--- src/rtl/rom_burst_rd_pkg.sv ---
// rom_burst_rd_pkg: shared definitions for the ROM burst read sequencer.
//   - Default widths for the ROM word, ROM address, burst length field and
//     output FIFO depth (log2).
//   - Sequencer state encodings.
package rom_burst_rd_pkg;

  localparam int ROM_BRD_WORD_W  = 32;
  localparam int ROM_BRD_ADDR_W  = 8;
  localparam int ROM_BRD_LEN_W   = 9;
  localparam int ROM_BRD_FIFO_AW = 2;

  typedef enum logic [1:0] {
    ROM_BRD_IDLE  = 2'd0,
    ROM_BRD_FETCH = 2'd1,
    ROM_BRD_DRAIN = 2'd2
  } rom_brd_state_e;

endpackage

--- src/rtl/rom_burst_rd_fifo.sv ---
// rom_burst_rd_fifo: synchronous FIFO with register-array storage.
// Parameters:
//   WIDTH   entry width
//   AW      log2 of depth (AW >= 1)
// Ports:
//   clk, rst_n    clock, asynchronous active-low reset (clears pointers/count)
//   push_i        write wdata_i (ignored when full unless popping same cycle)
//   wdata_i       write data
//   pop_i         remove head entry (ignored when empty)
//   rdata_o       head entry, meaningful only when empty_o = 0
//   count_o       number of stored entries (0 .. 2^AW)
//   full_o        count_o == 2^AW
//   empty_o       count_o == 0
module rom_burst_rd_fifo
  import rom_burst_rd_pkg::*;
#(
  parameter int WIDTH = ROM_BRD_WORD_W,
  parameter int AW    = ROM_BRD_FIFO_AW
) (
  input  logic             clk,
  input  logic             rst_n,
  input  logic             push_i,
  input  logic [WIDTH-1:0] wdata_i,
  input  logic             pop_i,
  output logic [WIDTH-1:0] rdata_o,
  output logic [AW:0]      count_o,
  output logic             full_o,
  output logic             empty_o
);

  localparam int DEPTH = 1 << AW;

  logic [WIDTH-1:0] mem_q [DEPTH];
  logic [AW-1:0]    wr_ptr_q;
  logic [AW-1:0]    rd_ptr_q;
  logic [AW:0]      count_q;
  logic             do_push;
  logic             do_pop;

  assign empty_o = (count_q == '0);
  // Count never exceeds DEPTH, so its MSB alone flags full.
  assign full_o  = count_q[AW];
  assign do_pop  = pop_i & ~empty_o;
  // A pop in the same cycle frees the slot, so push is legal even when full.
  assign do_push = push_i & (~full_o | do_pop);
  assign rdata_o = mem_q[rd_ptr_q];
  assign count_o = count_q;

  always_ff @(posedge clk or negedge rst_n) begin
    if (!rst_n) begin
      wr_ptr_q <= '0;
      rd_ptr_q <= '0;
      count_q  <= '0;
    end else begin
      if (do_push) wr_ptr_q <= wr_ptr_q + AW'(1);
      if (do_pop)  rd_ptr_q <= rd_ptr_q + AW'(1);
      case ({do_push, do_pop})
        2'b10:   count_q <= count_q + (AW+1)'(1);
        2'b01:   count_q <= count_q - (AW+1)'(1);
        default: count_q <= count_q;
      endcase
    end
  end

  // Storage is pure data: no reset needed, entries are only visible when valid.
  always_ff @(posedge clk) begin
    if (do_push) mem_q[wr_ptr_q] <= wdata_i;
  end

endmodule

--- src/rtl/rom_burst_rd.sv ---
// rom_burst_rd: burst read sequencer in front of a single-port ROM with a
// one-cycle read latency. Takes (base, len) commands, issues ROM reads under
// a credit rule that guarantees FIFO space for every in-flight word, and
// streams the words out in order on a valid/ready interface.
// Optional feature: define ROM_BURST_RD_LAST_EN to add last_o, which marks
// the final word of a burst (carried as an extra FIFO bit).
// Ports:
//   clk, rst_n               clock, asynchronous active-low reset
//   start_i, base_addr_i,    burst command; accepted only while busy_o = 0
//   len_i
//   busy_o                   high from accepted start until done_o
//   done_o                   one-cycle pulse after the last word is popped
//   rom_cen_o, rom_oen_o,    ROM chip enable / output enable (low active), address
//   rom_addr_o
//   rom_data_i               ROM read data, valid one cycle after rom_cen_o low
//   data_o, valid_o, ready_i output word stream
//   last_o                   (ROM_BURST_RD_LAST_EN only) final word marker
module rom_burst_rd
  import rom_burst_rd_pkg::*;
#(
  parameter int WORD_WIDTH = ROM_BRD_WORD_W,
  parameter int ADDR_WIDTH = ROM_BRD_ADDR_W,
  parameter int LEN_WIDTH  = ROM_BRD_LEN_W,
  parameter int FIFO_AW    = ROM_BRD_FIFO_AW
) (
  input  logic                  clk,
  input  logic                  rst_n,
  input  logic                  start_i,
  input  logic [ADDR_WIDTH-1:0] base_addr_i,
  input  logic [LEN_WIDTH-1:0]  len_i,
  output logic                  busy_o,
  output logic                  done_o,
  output logic                  rom_cen_o,
  output logic                  rom_oen_o,
  output logic [ADDR_WIDTH-1:0] rom_addr_o,
  input  logic [WORD_WIDTH-1:0] rom_data_i,
  output logic [WORD_WIDTH-1:0] data_o,
  output logic                  valid_o,
  input  logic                  ready_i
`ifdef ROM_BURST_RD_LAST_EN
  ,
  output logic                  last_o
`endif
);

`ifdef ROM_BURST_RD_LAST_EN
  localparam int FW = WORD_WIDTH + 1;
`else
  localparam int FW = WORD_WIDTH;
`endif

  // DEPTH = 2^FIFO_AW, sized to hold count + inflight without overflow.
  localparam logic [FIFO_AW+1:0] DEPTH_L = {1'b0, 1'b1, {FIFO_AW{1'b0}}};

  rom_brd_state_e        state_q;
  logic [LEN_WIDTH-1:0]  rem_q;
  logic [ADDR_WIDTH-1:0] addr_q;
  logic                  inflight_q;
  logic                  done_q;
  logic [WORD_WIDTH-1:0] hold_q;
  logic [WORD_WIDTH-1:0] hold_d;

  logic                  issue;
  logic                  pop;
  logic                  last_pop;
  logic [FIFO_AW+1:0]    occupancy;
  logic [FW-1:0]         fifo_wdata;
  logic [FW-1:0]         fifo_rdata;
  logic [FIFO_AW:0]      fifo_count;
  logic                  fifo_full;
  logic                  fifo_empty;

  // Words already stored plus the one possibly still inside the ROM.
  assign occupancy = {1'b0, fifo_count} + {{(FIFO_AW+1){1'b0}}, inflight_q};
  assign issue     = (state_q == ROM_BRD_FETCH) && (rem_q != '0) && (occupancy < DEPTH_L);
  assign pop       = valid_o & ready_i;
  // In DRAIN every read has issued, so one stored word and nothing in
  // flight means this pop removes the final word of the burst.
  assign last_pop  = pop && (fifo_count == (FIFO_AW+1)'(1)) && !inflight_q;

  assign busy_o     = (state_q != ROM_BRD_IDLE);
  assign done_o     = done_q;
  assign rom_cen_o  = ~issue;
  assign rom_oen_o  = (state_q == ROM_BRD_IDLE);
  assign rom_addr_o = addr_q;
  assign valid_o    = ~fifo_empty;
  // When the FIFO runs dry the last popped word stays on data_o.
  assign data_o     = fifo_empty ? hold_q : fifo_rdata[WORD_WIDTH-1:0];
  assign hold_d     = pop ? fifo_rdata[WORD_WIDTH-1:0] : hold_q;

  always_ff @(posedge clk or negedge rst_n) begin
    if (!rst_n) begin
      state_q    <= ROM_BRD_IDLE;
      rem_q      <= '0;
      addr_q     <= '0;
      inflight_q <= 1'b0;
      done_q     <= 1'b0;
    end else begin
      done_q     <= 1'b0;
      inflight_q <= issue;
      case (state_q)
        ROM_BRD_IDLE: begin
          if (start_i) begin
            if (len_i == '0) begin
              done_q <= 1'b1;
            end else begin
              state_q <= ROM_BRD_FETCH;
              rem_q   <= len_i;
              addr_q  <= base_addr_i;
            end
          end
        end
        ROM_BRD_FETCH: begin
          if (issue) begin
            rem_q  <= rem_q - LEN_WIDTH'(1);
            addr_q <= addr_q + ADDR_WIDTH'(1);
            if (rem_q == LEN_WIDTH'(1)) state_q <= ROM_BRD_DRAIN;
          end
        end
        ROM_BRD_DRAIN: begin
          if (last_pop) begin
            state_q <= ROM_BRD_IDLE;
            done_q  <= 1'b1;
          end
        end
        default: state_q <= ROM_BRD_IDLE;
      endcase
    end
  end

  always_ff @(posedge clk or negedge rst_n) begin
    if (!rst_n) hold_q <= '0;
    else        hold_q <= hold_d;
  end

`ifdef ROM_BURST_RD_LAST_EN
  // Tags the in-flight read that carries the final word of the burst.
  logic inflight_last_q;

  always_ff @(posedge clk or negedge rst_n) begin
    if (!rst_n) inflight_last_q <= 1'b0;
    else        inflight_last_q <= issue && (rem_q == LEN_WIDTH'(1));
  end

  assign fifo_wdata = {inflight_last_q, rom_data_i};
  assign last_o     = valid_o & fifo_rdata[WORD_WIDTH];
`else
  assign fifo_wdata = rom_data_i;
`endif

  rom_burst_rd_fifo #(
    .WIDTH (FW),
    .AW    (FIFO_AW)
  ) u_fifo (
    .clk     (clk),
    .rst_n   (rst_n),
    .push_i  (inflight_q),
    .wdata_i (fifo_wdata),
    .pop_i   (pop),
    .rdata_o (fifo_rdata),
    .count_o (fifo_count),
    .full_o  (fifo_full),
    .empty_o (fifo_empty)
  );

endmodule

--- config.mk ---
export PLATFORM = sky130hd
export DESIGN_NAME = rom_burst_rd
export DESIGN_NICKNAME = d
export VERILOG_FILES = /design/src/rtl/rom_burst_rd_pkg.sv /design/src/rtl/rom_burst_rd_fifo.sv /design/src/rtl/rom_burst_rd.sv
export SDC_FILE = /design/constraint.sdc
export NUM_CORES = 1
export LEC_CHECK = 0
export ABC_CLOCK_PERIOD_IN_PS = 2980
export BUFFER_PORTS_ARGS = -buffer_cell sky130_fd_sc_hd__buf_2
export CAP_MARGIN = 0
export CORE_ASPECT_RATIO = 1.4
export CORE_UTILIZATION = 56
export DETAILED_ROUTE_END_ITERATION = 8
export GPL_TIMING_DRIVEN = 0
export PLACE_DENSITY = 0.87
export SLEW_MARGIN = 15
export SYNTH_ARGS = -nofsm -noshare
export SYNTH_HDL_FRONTEND = slang
export SYNTH_SLANG_ARGS = --single-unit
--- constraint.sdc ---
create_clock -name clk -period 2.98 [get_ports clk]
set_clock_uncertainty 0.2 [all_clocks]
set_input_delay 0.149 -clock clk [delete_from_list [all_inputs] [get_ports clk]]
set_output_delay 0.149 -clock clk [all_outputs]
set_load 0.02 [all_outputs]
==> impl_metrics.yaml <==
timing:
  worst_slew_pin_slew_ps: 665
  slew_headroom_pct: 55.2
  rsz0062_at_grt: "no"
  fin_crit_sh_pct: 98.2
  worst_slack_ps: 52.3
  finalHoldViolCount: 0
  setup_violations: 0
  post-route-min-period_ps: 2930
  timing.fmax_mhz: 342
  setup_tns_ps: 0
  timing.final.max_slew_violations: 0
logic_synthesis:
  avgSynthCellArea_um2: 16.8
  yosysWarnings: 0
  synth_ff_type: "edfxtp_1"
  ys_ff_latch: 188
  synth-edff-count: 128
  synthCells: 478
  yosysSeqAreaShare_pct: 66.4
  synth.distinct_cells: 52
  syn-cell-area_mm2: 0.00805
  async_flop_share_pct: 31.9
  syn_nets: 544
critical_path:
  slowest_delay_ps: 520
  critical_path_class: "reg -> out"
  r2r_cells: 11
  worstSetupEndpointType: "output pin"
  cpMaxStageDelayCell: "clkbuf_1"
  crit_chain: "inv_1 -> ha_1 -> nand2b_1 -> buf_2 -> clkbuf_1 -> mux2_2 -> buf_2"
  start_kind: "register"
  path_max_fanout: 10
  critPathRequiredTime_ps: 2630
  cp.arrival_ps: 2580
  path_common_cell: "buf_2"
global_routing:
  grt.total_usage_pct: 26.4
  overflow: 0
  grt_first_pass_wirelength_um: 28000
  grt_antenna_before_repair: 0
  grt_pass1_vias: 5361
  grt_max_degree: 57
run_status:
  status: "complete, no violations"
routing:
  postRouteAntennaNets: 0
  viasPerCell: 6.06
  routedWlPerCell_um: 21.9
  firstDrtPassIters: 5
  wl_um: 18600
  dr_total_vias: 5148
  drt_iter0_markers: 272
  post-route-drc-count: 0
cts:
  numCtsBuffers: 17
  clockRootBuffer: "clkbuf_16"
  cts_max_path_buffers: 2
  cts_tree: "yes"
  clkSlewWorstSetupHoldPaths_ps: 70
  clk_latency_ps: 440
  htreeDepth: 4
  post-cts-setup-buffers: 0
  clock-sinks: 188
place:
  hpwl_um: 11300
  dp_slack_ps: 386
  place_area_mm2: 0.00890
  port_buffers: 97
  gp_congestion: 0.870
floorplanning:
  dieArea_mm2: 0.0149
  ios: 98
  initial_core_util_pct: 57.6
  die_h_um: 144
  rows: 51
  core_mm2: 0.0140
  die_x_um: 103
min_path:
  hold_depth: 3
  holdCritPathClass: "in -> reg"
run:
  maxCapViolCount: 0
cells_and_area:
  fin_nets: 718
  drive_above_1_share_pct: 39.4
  area_growth_syn_to_layout_pct: 24.9
  layout_common_cells: "edfxtp_1, buf_2, mux2_2, dfrtp_1, dlygate4sd3_1"
  final_area_mm2: 0.0101
  final_common_cell: "edfxtp_1"
  antenna-diode-count: 0
power_and_ir_drop:
  ir_drop_v: 0.000706
  powerDensity_mw_per_mm2: 1020
  p_total_w: 0.0102
  leakage_nw: 3.83
[timing repair]
item,in CTS,in global routing
hold endpoints to repair,206,0
cloned,0,0
endpoints found under the setup margin,1,17
hold buffers,53,0
resized for setup,1,6
[cell families (layout without fill, tap and decap cells)]
kind of cell               Yosys count  in the layout  synth area share [%]
buffers and inverters               40            227                  2.29
adders and majority gates           13             13                  2.02
DFF                                188            188                  66.4
muxes                               99             99                  18.3
AOI/OAI and AO/OA                   58             58                  5.12
and+or+nand+nor                     74             74                  5.16
xor gates and xnor gates             6              6                 0.653
[cell type report]
type                    count  area [um2]
fillers                   809        3920
clock inverters            15         191
flip-flops and latches    188        5350
plain buffers              28         144
inverters                  12        45.0
multi-input cells         250        2520
well taps                 185         231
repair buffers            155        1150
clock buffers              17         425
[worst max-delay path, delay by kind of cell (launching register included)]
kind | cells | cell delay (ps)
simple gates | 1 | 70
fa+ha+maj | 1 | 210
buf+inv | 4 | 980
flops | 1 | 440
mux | 1 | 430
[per-stage QoR]
| step | cells | hold WS, ps | utilization (%) |
|---|---|---|---|
| after global routing | 850 | 74.4 | 71.9 |
| after floorplan | 478 | -347 | - |
| after detailed placement | 765 | -234 | 63.7 |
| final | 850 | 21.0 | 71.9 |
| after global placement | 760 | 157 | 62.7 |
| after CTS | 850 | 11.3 | 71.9 |
[worst paths after layout]
| check | startpoint | end | slack [ps] |
|---|---|---|---|
| min | ready_i | u_fifo.wr_ptr_q[1]$_DFFE_PN0P_ | 20 |
| max | u_fifo.count_o[0]$_DFFE_PN0P_ | data_o[20] | 50 |
| max in group asynchronous | rst_n | rom_addr_o[6]$_DFFE_PN0P_ | 1920 |
| min reg2reg | hold_q[29]$_DFFE_PN0N_ | hold_q[29]$_DFFE_PN0N_ | 310 |
| max reg2reg | u_fifo.count_o[0]$_DFFE_PN0P_ | u_fifo.count_o[2]$_DFFE_PN0P_ | 300 |
| min in group asynchronous | rst_n | rom_addr_o[7]$_DFFE_PN0P_ | 70 |
[flip-flops by register name, indices dropped and copies added (netlist names)]
signal and flops:
u_fifo.mem_q 128, hold_q 32, rem_q 9, rom_addr_o 8, u_fifo.count_o 3, state_q 2, u_fifo.rd_ptr_q 2, u_fifo.wr_ptr_q 2
done_o 1, inflight_q 1
[where the power goes]
group	total [W]	internal [W]	switching, W
sequential	0.00387	0.00353	0.000346
combinational	0.00406	0.00182	0.00224
clock	0.00228	0.00115	0.00113
[per-layer routing]
layer | GRT usage (%) | vias up | share of wire, %
li1 | - | 2228 | -
met1 | 29.1 | 2615 | 36
met2 | 48.7 | 261 | 56
met3 | 4.77 | 44 | 5.9
met4 | 11.6 | 0 | 2.4
met5 | 0 | - | 0
[cells in the mapped netlist (2+ instances only)]
master	number	share of area [%]
mux2i_1	2	0.25
or2_2	2	0.16
a311oi_1	2	0.22
nor4_1	5	0.39
xnor2_1	5	0.54
nor3b_1	3	0.28
a31o_2	2	0.22
a221oi_1	4	0.44
nand2_1	15	0.70
o211ai_1	11	1.0
buf_4	3	0.28
and3_1	2	0.16
a31oi_1	2	0.16
inv_1	12	0.56
ha_1	13	2.0
clkbuf_1	11	0.51
nand4_1	2	0.16
o221ai_1	3	0.33
buf_2	12	0.75
nand3_1	15	0.93
o21ai_0	9	0.56
mux4_2	32	9.0
a211oi_1	2	0.19
nor3_1	2	0.12
a21oi_1	13	0.81
nand2b_1	3	0.23
edfxtp_1	128	48
mux2_2	64	9.0
dfrtp_1	60	19
a22oi_1	2	0.19
nor2_1	10	0.47
and2_1	7	0.54
No activity file was read; power rests on OpenSTA's default activity.
